--- src/rtl/bcd_pkg.sv ---
// Shared types and constants for the sequential binary-to-BCD converter.
// Latency: n/a (declarations only).
// Backpressure: n/a.
//
// Contents: FSM state type, blank and nine digit codes, and a helper giving
// the number of decimal digits needed to show every value of a given width.
package bcd_pkg;

   typedef enum logic [1:0] {
      IDLE,
      SHIFT,
      DONE
   } state_t;

   localparam logic [3:0] BCD_BLANK = 4'hF;
   localparam logic [3:0] BCD_NINE  = 4'h9;

   // Decimal digits in 2**width-1: floor(width*log10(2))+1. 2**width is
   // never a power of ten, so it has the same digit count as 2**width-1.
   function automatic int bcd_digits_for(input int width);
      return (width * 30103) / 100000 + 1;
   endfunction

endpackage

--- src/rtl/bcd_add3.sv ---
// Single BCD digit adjust cell for shift-and-add-3 conversion.
// Latency: combinational.
// Backpressure: none.
//
// Ports:
//   d  in  4  current digit
//   q  out 4  d+3 when d>=5, else d (4-bit, carry discarded)
module bcd_add3 (
   input  logic [3:0] d,
   output logic [3:0] q
);

   assign q = (d >= 4'd5) ? d + 4'd3 : d;

endmodule

--- src/rtl/bin_to_bcd_seq.sv ---
// Multi-cycle binary-to-BCD converter, one input bit per clock (shift-and-add-3).
// Latency: accept at edge N, out_valid high from edge N+BIN_W; one result per BIN_W+2 cycles.
// Backpressure: result held in DONE until out_ready; in_ready low from accept until that handshake.
//
// Ports:
//   clk        in   1         rising-edge clock
//   rst        in   1         synchronous active-high reset, discards any conversion
//   in_valid   in   1         in_bin valid
//   in_ready   out  1         ready for a new value (IDLE only)
//   in_bin     in   BIN_W     unsigned binary value
//   out_valid  out  1         out_bcd/out_ovf valid and stable
//   out_ready  in   1         consumer takes the result
//   out_bcd    out  4*DIGITS  packed BCD, ones digit in [3:0]; all nines on overflow
//   out_ovf    out  1         value did not fit in DIGITS digits
// Optional: define BCD_BLANK_LEADING_EN to show leading zero digits as 4'hF in DONE.
module bin_to_bcd_seq
   import bcd_pkg::*;
#(
   parameter int BIN_W  = 8,
   parameter int DIGITS = 3
) (
   input  logic                clk,
   input  logic                rst,
   input  logic                in_valid,
   output logic                in_ready,
   input  logic [BIN_W-1:0]    in_bin,
   output logic                out_valid,
   input  logic                out_ready,
   output logic [4*DIGITS-1:0] out_bcd,
   output logic                out_ovf
);

   localparam int CNT_W = $clog2(BIN_W + 1);
   localparam int BCD_W = 4 * DIGITS;

   state_t             state;
   logic [CNT_W-1:0]   count;
   logic [BIN_W-1:0]   bin;
   logic [BCD_W-1:0]   digits;
   logic [BCD_W-1:0]   adj;
   logic               ovf;

   // Every digit is adjusted in parallel before the shift; no carry between cells.
   for (genvar g = 0; g < DIGITS; g++) begin : g_add3
      bcd_add3 u_add3 (
         .d (digits[4*g +: 4]),
         .q (adj[4*g +: 4])
      );
   end

   always_ff @(posedge clk) begin
      if (rst) begin
         state     <= IDLE;
         in_ready  <= 1'b1;
         out_valid <= 1'b0;
         count     <= '0;
         bin       <= '0;
         digits    <= '0;
         ovf       <= 1'b0;
      end else begin
         case (state)
            IDLE: begin
               if (in_valid && in_ready) begin
                  bin      <= in_bin;
                  digits   <= '0;
                  ovf      <= 1'b0;
                  count    <= CNT_W'(BIN_W - 1);
                  in_ready <= 1'b0;
                  state    <= SHIFT;
               end
            end
            SHIFT: begin
               // {digits, bin} shifts left by one; the MSB of the adjusted
               // top digit falls off the end and marks the value as too wide.
               digits <= {adj[BCD_W-2:0], bin[BIN_W-1]};
               bin    <= bin << 1;
               if (adj[BCD_W-1]) begin
                  ovf <= 1'b1;
               end
               if (count == '0) begin
                  state     <= DONE;
                  out_valid <= 1'b1;
               end else begin
                  count <= count - 1'b1;
               end
            end
            DONE: begin
               if (out_ready) begin
                  state     <= IDLE;
                  out_valid <= 1'b0;
                  in_ready  <= 1'b1;
               end
            end
            default: begin
               state <= IDLE;
            end
         endcase
      end
   end

   assign out_ovf = ovf;

   // Output mux: saturation on overflow, optional leading-digit blanking.
   // Internal digits are never modified here.
`ifdef BCD_BLANK_LEADING_EN
   logic seen;
`endif
   always_comb begin
      out_bcd = ovf ? {DIGITS{BCD_NINE}} : digits;
`ifdef BCD_BLANK_LEADING_EN
      seen = 1'b0;
      if (state == DONE && !ovf) begin
         // Walk from the top digit down; blank until the first non-zero one.
         for (int i = DIGITS - 1; i >= 1; i--) begin
            if (digits[4*i +: 4] != 4'd0) begin
               seen = 1'b1;
            end
            if (!seen) begin
               out_bcd[4*i +: 4] = BCD_BLANK;
            end
         end
      end
`endif
   end

endmodule

--- config.mk ---
export PLATFORM = sky130hd
export DESIGN_NAME = bin_to_bcd_seq
export DESIGN_NICKNAME = d
export VERILOG_FILES = /design/src/rtl/bcd_pkg.sv /design/src/rtl/bcd_add3.sv /design/src/rtl/bin_to_bcd_seq.sv
export SDC_FILE = /design/constraint.sdc
export NUM_CORES = 1
export LEC_CHECK = 0
export CAP_MARGIN = 20
export CORE_MARGIN = 1
export CORE_UTILIZATION = 57
export DETAILED_ROUTE_END_ITERATION = 6
export PLACE_DENSITY = 0.85
export RECOVER_POWER = 25
export SYNTH_ARGS = -nofsm -noshare
export SYNTH_HDL_FRONTEND = slang
export SYNTH_SLANG_ARGS = --single-unit
--- constraint.sdc ---
create_clock -name clk -period 2.45 [get_ports clk]
set_clock_uncertainty 0.1 [all_clocks]
set_input_delay 0.49 -clock clk [delete_from_list [all_inputs] [get_ports clk]]
set_output_delay 0.49 -clock clk [all_outputs]
set_load 0.05 [all_outputs]
==> results.txt, run 1 <==
GRT overflow -> 0
Leak -> 0.781 nW
Starting density of the core -> 59.7%
Setup TNS -> 0 ns
Clock-pin slew on the worst setup and hold paths -> 0.09 ns
R2R Path Start -> state[1]
Clock Sink Count -> 29
Vert. Die Dim -> 55.7 um
Worst IR drop on VDD -> 478 uV
Final hold slack -> 0.364 ns
Min Clock Period, post-route -> 2.35 ns
Syn Inst Count -> 191
# diodes -> 0
Sequential Power Share -> 49.1%
Final number of hold-violating endpoints -> 0
Final setup vio count -> 0
Max-cap violations -> 0
Layout area overhead -> 20.1%
Reg2reg setup slack -> 0.41 ns
Syn. warnings -> 0
Fmax -> 426 MHz
FF-to-FF End -> bin[2]
Critical path peak fanout -> 14
FF+latch count, synth -> 29
Main synth FF type -> dfxtp_1
Commonest non-fill, non-tap cell in the layout -> dfxtp_1
H-tree depth -> 2
Core area -> 2760 um2
Resize count post-CTS -> 1
I/O pins -> 27
Switching Fraction -> 32.2%
Share of layout cells above drive strength 1 -> 9.63%
Initial drt markers -> 57
Hold endpoint -> digits[0]
CP endpoint kind -> output pin
NetSw -> 0.359 mW
Total Die Area -> 3110 um2
Max clock buf depth -> 2
Critical path class -> flop to output pin
Initial DRT Pass Iterations -> 4
CP required -> 1.86 ns
Vias per Instance -> 6.19
Max Used Layer -> met4
Post-CTS Repair Setup Buffers -> 0
# hold bufs at CTS -> 0
Logic gate share of total power -> 23.6%
Synth unique cells -> 38
Die X -> 55.7 um
Clock power share -> 27.3%
Internal power -> 0.755 mW
First-pass GRT wire length -> 6440 um
DRC -> 0
Synthesized area -> 1650 um2
Startpoint Class -> flop
Hold depth -> 2
Critical Path AT -> 1.76 ns
Tightest Hold Check Type -> flop to flop
Overall Power -> 1.11 mW
Measured slew at the worst slew-check pin -> 0.694 ns
Outcome -> completed
Vias in the first global route -> 1,504
FP Rows -> 19
Met3 wire len -> 188 um
Average size of a mapped cell -> 8.62 um2
Initial antenna violation count -> 0
Final Cycle Share -> 95.8%
Total number of vias -> 1,541
ANT nets after route -> 0
Ys async rst share -> 0%
Post-synth net total -> 210
Commonest cells after routing, fill and taps aside -> dfxtp_1 (29), a21oi_1 (17), clkdlybuf4s50_1 (17)
Filler cell count -> 223
Slew margin rel. -> 53.7%
I/O Buffers -> 26
RD Place Congestion -> 0.786
Nets -> 237
Depth of the most critical reg-to-reg path -> 4
Largest net degree at the start of global routing -> 16
Met1 wire length -> 1600 um
Post-synth EDFFs -> 0
Hold Crit Start -> bin[7]
Total track usage -> 26.4%
CTS tree -> yes
Root Buffer -> clkbuf_4
Wire per inst -> 15.3 um
Final Max Tran Viols -> 0
Power per standard cell area -> 564 nW/um2
Metal2 WL -> 1940 um
Post-DP HPWL -> 2710 um
RSZ-0062 raised after global routing -> no
Detailed Route WL -> 3800 um
Post-synthesis sequential area ratio -> 35.3%
Clk_lat worst skew -> 0.34 ns
Total CTS buffers -> 5
==> layer usage <==
metal,vias up,global-route usage [%]
met4,0,12.1
met1,726,31.3
met5,-,0
met3,9,8.14
li1,765,-
met2,41,43.7
==> critical path, cell delays in order (launching register included) <==
cell and delay (ns):
dfxtp_1 0.45, nor2_1 0.16, clkdlybuf4s50_1 0.81
==> power by group through the flow <==
stage	Sequential, mW	Clock (mW)	Combinational (mW)
floorplan	0.563	0	0.176
global placement	0.555	0	0.252
detailed placement	0.557	0	0.266
CTS	0.546	0.309	0.267
global route	0.553	0.325	0.288
finish	0.547	0.304	0.263
==> through the flow <==
| stage | std cells | area, um2 | utilization, % | setup slack (ns) |
|---|---|---|---|---|
| 2_1_floorplan | 191 | 1650 | - | 0.457 |
| 3_3_place_gp | 242 | 1930 | 70.1 | 0.360 |
| 3_5_place_dp | 242 | 1930 | 70.1 | 0.340 |
| 4_1_cts | 249 | 1990 | 72.1 | 0.0506 |
| 5_1_grt | 249 | 1980 | 71.7 | 0.00571 |
| 6_report | 249 | 1980 | 71.7 | 0.104 |
==> registers in the layout (all words and copies together) (netlist names) <==
register / cells
bin: 8
count: 4
digits: 12
in_ready: 1
out_ovf: 1
out_valid: 1
state: 2
==> cells in the mapped netlist, types with 4 or more instances <==
cell type / n / share of area (%)
nor2_1: 10 / 2.3
mux2i_1: 7 / 4.3
nand2b_1: 5 / 1.9
nand2_1: 6 / 1.4
a21oi_1: 17 / 5.2
a311oi_1: 8 / 4.3
o21ai_0: 5 / 1.5
o211ai_1: 14 / 6.4
o21a_1: 4 / 1.8
nor2b_1: 5 / 1.9
ha_1: 7 / 5.3
o2111ai_1: 6 / 3.2
or2_2: 6 / 2.3
dfxtp_1: 29 / 35
inv_1: 16 / 3.6
clkbuf_1: 10 / 2.3
==> cells by family after synthesis <==
family,Yosys count,synth area share [%]
fa+ha+maj,7,5.32
flops,29,35.3
simple gates,47,17.2
buf+inv,29,6.84
mux,7,4.26
xor+xnor,3,1.60
compound gates,69,29.6
==> worst max-delay path by stage <==
stage             from           to  slack, ns  depth (start not counted)
2_1_floorplan  out_ovf  out_bcd[10]       0.46                          2
3_3_place_gp   out_ovf   out_bcd[4]       0.36                          2
4_1_cts        out_ovf      out_ovf       0.05                          1
6_report       out_ovf   out_bcd[5]       0.10                          2
5_1_grt        out_ovf   out_bcd[5]      0.006                          2
3_5_place_dp   out_ovf   out_bcd[4]       0.34                          2
==> cell type report <==
cell class / count / area [um2] / share of cell area, %
clock buffer: 7 / 55.1 / 2.78
inverter: 16 / 60.1 / 3.04
multi-input combinational: 133 / 953 / 48.2
sequential: 29 / 581 / 29.4
tap: 31 / 38.8 / 1.96
timing repair buffer: 33 / 289 / 14.6
Power figures use the tool's default switching activity.
==> run 2, diff against run 1 <==
--- a/config.mk
+++ b/config.mk
@@ -5,12 +5,14 @@
 export SDC_FILE = /design/constraint.sdc
 export NUM_CORES = 1
 export LEC_CHECK = 0
+export ABC_AREA = 1
 export CAP_MARGIN = 20
+export CORE_ASPECT_RATIO = 0.75
 export CORE_MARGIN = 1
-export CORE_UTILIZATION = 57
+export CORE_UTILIZATION = 56
 export DETAILED_ROUTE_END_ITERATION = 6
-export PLACE_DENSITY = 0.85
-export RECOVER_POWER = 25
+export PLACE_DENSITY = 0.84
+export RECOVER_POWER = 100
 export SYNTH_ARGS = -nofsm -noshare
 export SYNTH_HDL_FRONTEND = slang
 export SYNTH_SLANG_ARGS = --single-unit
==> run 2 against run 1 <==
Compared with the run above: first-iteration DRC count rose to 3.0 times the previous value; worst hold slack worse by 0.0010 ns; fmax rose by 0.79%; utilization is 0.094 points higher; critical path depth up 1; critical path type unchanged.
==> results.txt, run 2 <==
Root Buffer -> clkbuf_8
Post-synth EDFFs -> 0
Largest register by flop count -> digits
Post-Layout Inst Area -> 1930 um2
Total Die Area -> 3120 um2
Final Max Tran Viols -> 0
Critical Path AT -> 1.74 ns
Worst-path cell chain -> inv_1 -> nor2_1 -> dlygate4sd3_1
Max-cap violations -> 0
Reg2reg setup slack -> 0.31 ns
GRT overflow -> 0
Synth area leader -> dfxtp_1
Total track usage -> 27.3%
Measured slew at the worst slew-check pin -> 0.704 ns
Clock-pin slew on the worst setup and hold paths -> 0.07 ns
DP Cell Count -> 301
Crit-path slowest cell -> dlygate4sd3_1
Hold depth -> 2
Core area -> 2680 um2
I/O pins -> 27
Vias per Instance -> 5.22
Synthesized area -> 1620 um2
Clk_lat worst skew -> 0.29 ns
Max FFs per register -> 12
CP required -> 1.86 ns
DP Area -> 1880 um2
Post-synthesis sequential area ratio -> 35.7%
CTS tree -> yes
Die X -> 64.2 um
Initial drt markers -> 173
Final hold slack -> 0.363 ns
Utilization of the core after routing -> 71.8%
R2R Path Start -> state[0]
I/O Buffers -> 26
Final setup vio count -> 0
# diodes -> 0
Leak -> 0.913 nW
H-tree depth -> 2
RSZ-0062 raised after global routing -> no
Worst IR drop on VDD -> 555 uV
Dpl ws -> 0.335 ns
Non-Filler Instances -> 308
Setup WS post-layout -> 0.122 ns
Startpoint Class -> flop
Starting density of the core -> 60.5%
Final Cycle Share -> 95.0%
Share of layout cells above drive strength 1 -> 7.72%
Top post-synthesis cells by area -> dfxtp_1 (36%), nand2_1 (16%), nor2_1 (7.9%)
Post-DP HPWL -> 2570 um
Final number of hold-violating endpoints -> 0
Synth unique cells -> 23
Layout area overhead -> 18.6%
Regs by FF count -> digits: 12 flops, bin: 8 flops, count: 4 flops
Vias in the first global route -> 1,475
Fmax -> 430 MHz
Initial DRT Pass Iterations -> 4
Hold Crit Start -> out_valid
Syn. warnings -> 0
Clock Sink Count -> 29
Initial antenna violation count -> 0
FP Rows -> 16
# hold bufs at CTS -> 0
Vert. Die Dim -> 48.6 um
Nets -> 291
Overall Power -> 1.26 mW
RD Place Congestion -> 0.770
Outcome -> completed
Hold endpoint -> out_valid
Post-synth net total -> 264
Min Clock Period, post-route -> 2.33 ns
Commonest non-fill, non-tap cell in the layout -> nand2_1
ANT nets after route -> 0
Critical path peak fanout -> 5
FF-to-FF End -> count[2]
FF+latch count, synth -> 29
Power per standard cell area -> 655 nW/um2
Total CTS buffers -> 5
Critical path class -> flop to output pin
Setup TNS -> 0 ns
Slew margin rel. -> 53.0%
Average size of a mapped cell -> 6.63 um2
CP peak stage delay -> 0.89 ns
Wire per inst -> 12.2 um
Post-CTS Repair Setup Buffers -> 0
Syn Inst Count -> 245
DRC -> 0
Total number of vias -> 1,608
Main synth FF type -> dfxtp_1
CP endpoint kind -> output pin
Depth of the most critical reg-to-reg path -> 8
Most frequent cells after synthesis -> nand2_1 (71), nor2_1 (34), dfxtp_1 (29)
Synth top area share -> 35.7%
Largest net degree at the start of global routing -> 23
Filler cell count -> 236
Detailed Route WL -> 3750 um
Max clock buf depth -> 2
First-pass GRT wire length -> 6560 um
Ys async rst share -> 0%
Tightest Hold Check Type -> flop to flop
Commonest cells after routing, fill and taps aside -> nand2_1 (72), nor2_1 (34), dfxtp_1 (29)
Count leader, synth -> nand2_1
[run 2: worst max path at each step]
stage	to	startpoint	slack [ns]	depth (start not counted)
floorplan	out_bcd[0]	out_ovf	0.48	3
global placement	out_bcd[0]	out_ovf	0.39	3
detailed placement	out_bcd[0]	out_ovf	0.33	3
CTS	out_bcd[0]	out_ovf	0.03	3
global route	out_bcd[5]	digits[5]	0.07	3
finish	out_bcd[5]	digits[5]	0.12	3
[run 2: logic make-up after synthesis]
group | count (synthesis) | synth area share [%]
simple gates | 141 | 36.8
buf+inv | 36 | 10.8
compound gates | 31 | 10.7
flops | 29 | 35.7
fa+ha+maj | 7 | 5.39
xor+xnor | 1 | 0.539
[run 2: layer usage]
metal	routed length, um	GRT usage (%)	share of wire (%)
met3	225	6.37	6.0
met4	49	9.63	1.3
met2	1750	44.9	47
met5	0	0	0
met1	1730	35.1	46
[run 2: timing repair]
action / CTS / global route
endpoints found under the hold margin: 0 / 0
gates resized for setup: 0 / 6
setup endpoints to repair: 0 / 6
[run 2: area by class of cell]
class,instances,area (um2),share of cell area [%]
Timing Repair Buffer,28,238,12.3
Clock buffer,7,86.3,4.48
Inverter,28,110,5.72
Multi-Input combinational cell,180,866,45.0
Sequential cell,29,581,30.1
Tap cell,36,45.0,2.34
[run 2: critical path, delay by kind of cell, from the launching register on]
| family | cells | cell delay (ns) |
|---|---|---|
| flip-flops | 1 | 0.32 |
| AND/OR/NAND/NOR | 1 | 0.13 |
| buffers and inverters | 2 | 0.99 |
[run 2: report_power, final]
part           internal (mW)  switching [mW]
combinational         0.0960           0.205
sequential             0.524          0.0303
clock                  0.222           0.183
total                  0.842           0.419
==> run 3, diff against run 2 <==
--- a/config.mk
+++ b/config.mk
@@ -9,9 +9,10 @@
 export CAP_MARGIN = 20
 export CORE_ASPECT_RATIO = 0.75
 export CORE_MARGIN = 1
-export CORE_UTILIZATION = 56
+export CORE_UTILIZATION = 59
+export CTS_BUF_LIST = sky130_fd_sc_hd__clkbuf_8
 export DETAILED_ROUTE_END_ITERATION = 6
-export PLACE_DENSITY = 0.84
+export PLACE_DENSITY = 0.88
 export RECOVER_POWER = 100
 export SYNTH_ARGS = -nofsm -noshare
 export SYNTH_HDL_FRONTEND = slang
==> run 3 against run 2 <==
Compared with the run above: sequential cell count is the same; combinational power fell by 3%; die area down 4.9%; critical endpoint is now out_bcd[10].
==> results.txt, run 3 (synthesis gave the netlist of run 2 again) <==
Nets -> 290
Total CTS buffers -> 5
FF-to-FF End -> count[2]
Wire per inst -> 11.4 um
Utilization of the core after routing -> 73.2%
Setup WS post-layout -> 0.134 ns
Clock Sink Count -> 29
Critical path peak fanout -> 5
Largest register by flop count -> digits
Crit path from -> digits[10]
Vias per Instance -> 5.09
Fmax -> 432 MHz
Overall Power -> 1.24 mW
Final number of hold-violating endpoints -> 0
Critical path class -> flop to output pin
CP endpoint kind -> output pin
Total track usage -> 24.6%
Reg2reg setup slack -> 0.34 ns
NetSw -> 0.403 mW
Non-Filler Instances -> 307
First-pass GRT wire length -> 5480 um
I/O pins -> 27
Final Max Tran Viols -> 0
FP Rows -> 16
Post-CTS Repair Setup Buffers -> 0
Starting density of the core -> 62.4%
Vert. Die Dim -> 47.4 um
Initial antenna violation count -> 0
Depth of the most critical reg-to-reg path -> 8
Initial DRT Pass Iterations -> 4
Largest net degree at the start of global routing -> 23
Internal power -> 0.834 mW
Filler cell count -> 223
DP Area -> 1870 um2
DP Cell Count -> 300
Max Used Layer -> met4
Leak -> 0.909 nW
Post-Layout Inst Area -> 1900 um2
GRT overflow -> 0
Core area -> 2600 um2
Max clock buf depth -> 2
CP required -> 1.86 ns
Final setup vio count -> 0
Outcome -> completed
Min Clock Period, post-route -> 2.32 ns
Layout area overhead -> 17.3%
Max-cap violations -> 0
ANT nets after route -> 0
Clock power share -> 31.6%
I/O Buffers -> 26
Met1 wire length -> 1690 um
Power per standard cell area -> 650 nW/um2
Share of layout cells above drive strength 1 -> 5.90%
CTS tree -> yes
Sequential Power Share -> 44.9%
Total Die Area -> 2970 um2
Startpoint Class -> flop
Die X -> 62.6 um
Switching Fraction -> 32.6%
Total number of vias -> 1,564
Vias in the first global route -> 1,245
Commonest non-fill, non-tap cell in the layout -> nand2_1
Worst IR drop on VDD -> 583 uV
RD Place Congestion -> 0.793
Metal2 WL -> 1590 um
Final Cycle Share -> 94.5%
Critical Path AT -> 1.73 ns
Initial drt markers -> 116
Clock-pin slew on the worst setup and hold paths -> 0.06 ns
H-tree depth -> 2
Regs by FF count -> digits: 12 flops, bin: 8 flops, count: 4 flops
Post-DP HPWL -> 2430 um
Logic gate share of total power -> 23.5%
Clk_lat worst skew -> 0.28 ns
Measured slew at the worst slew-check pin -> 0.694 ns
RSZ-0062 raised after global routing -> no
DRC -> 0
Root Buffer -> clkbuf_8
Met3 wire len -> 180 um
R2R Path Start -> state[0]
Dpl ws -> 0.350 ns
Max FFs per register -> 12
Commonest cells after routing, fill and taps aside -> nand2_1 (73), nor2_1 (34), dfxtp_1 (29)
Worst setup endpoint -> out_bcd[10]
# diodes -> 0
Setup TNS -> 0 ns
Slew margin rel. -> 53.7%
Tightest Hold Check Type -> flop to flop
Detailed Route WL -> 3490 um
Final hold slack -> 0.371 ns
## run 3: cell types whose count changed in the layout (fill, tap and decap cells not counted)
| cell | before | now |
|---|---|---|
| inv_1 | 26 | 27 |
| a21oi_2 | 3 | 1 |
| a21oi_1 | 12 | 14 |
| nand2_2 | 5 | 4 |
| nand2_1 | 72 | 73 |
| buf_4 | 2 | 0 |
## run 3: final cells by class
cell class | instances | area, um2 | area share, %
Clock inverter | 1 | 3.75 | 0.197
Clock buffer | 6 | 82.6 | 4.34
Inverter | 28 | 110 | 5.78
Timing Repair Buffer | 27 | 226 | 11.9
Sequential cell | 29 | 581 | 30.5
Tap cell | 36 | 45.0 | 2.37
Multi-Input combinational cell | 180 | 856 | 44.9
## run 3: repair_timing
action                                  CTS  global route
endpoints found under the setup margin    0             6
resized for setup                         0             6
hold buffers                              0             0
## run 3: worst min path at each step
stage / from / cells past startpoint / end
floorplan: bin[7] / 2 / digits[0]
global placement: out_valid / 2 / out_valid
detailed placement: bin[0] / 2 / bin[0]
CTS: bin[0] / 2 / bin[0]
global route: digits[1] / 2 / digits[1]
finish: bin[0] / 2 / bin[0]
## run 3: critical path: stages, from the launching register on
cell           delay [ns]
dfxtp_1              0.39
inv_1                0.09
nor2_1               0.08
dlygate4sd3_1        0.89
## run 3: power by group through the flow
stage          sequential [mW]  combinational, mW  clock, mW
2_1_floorplan            0.574              0.246          0
3_3_place_gp             0.563              0.295          0
3_5_place_dp             0.565              0.298          0
5_1_grt                  0.562              0.326      0.425
4_1_cts                  0.556              0.300      0.396
6_report                 0.555              0.291      0.391
## run 3: metal layers
layer	up-vias	GRT usage, %
met5	-	0
met4	0	10.2
met2	36	38.5
li1	827	-
met3	3	7.38
met1	698	32.7
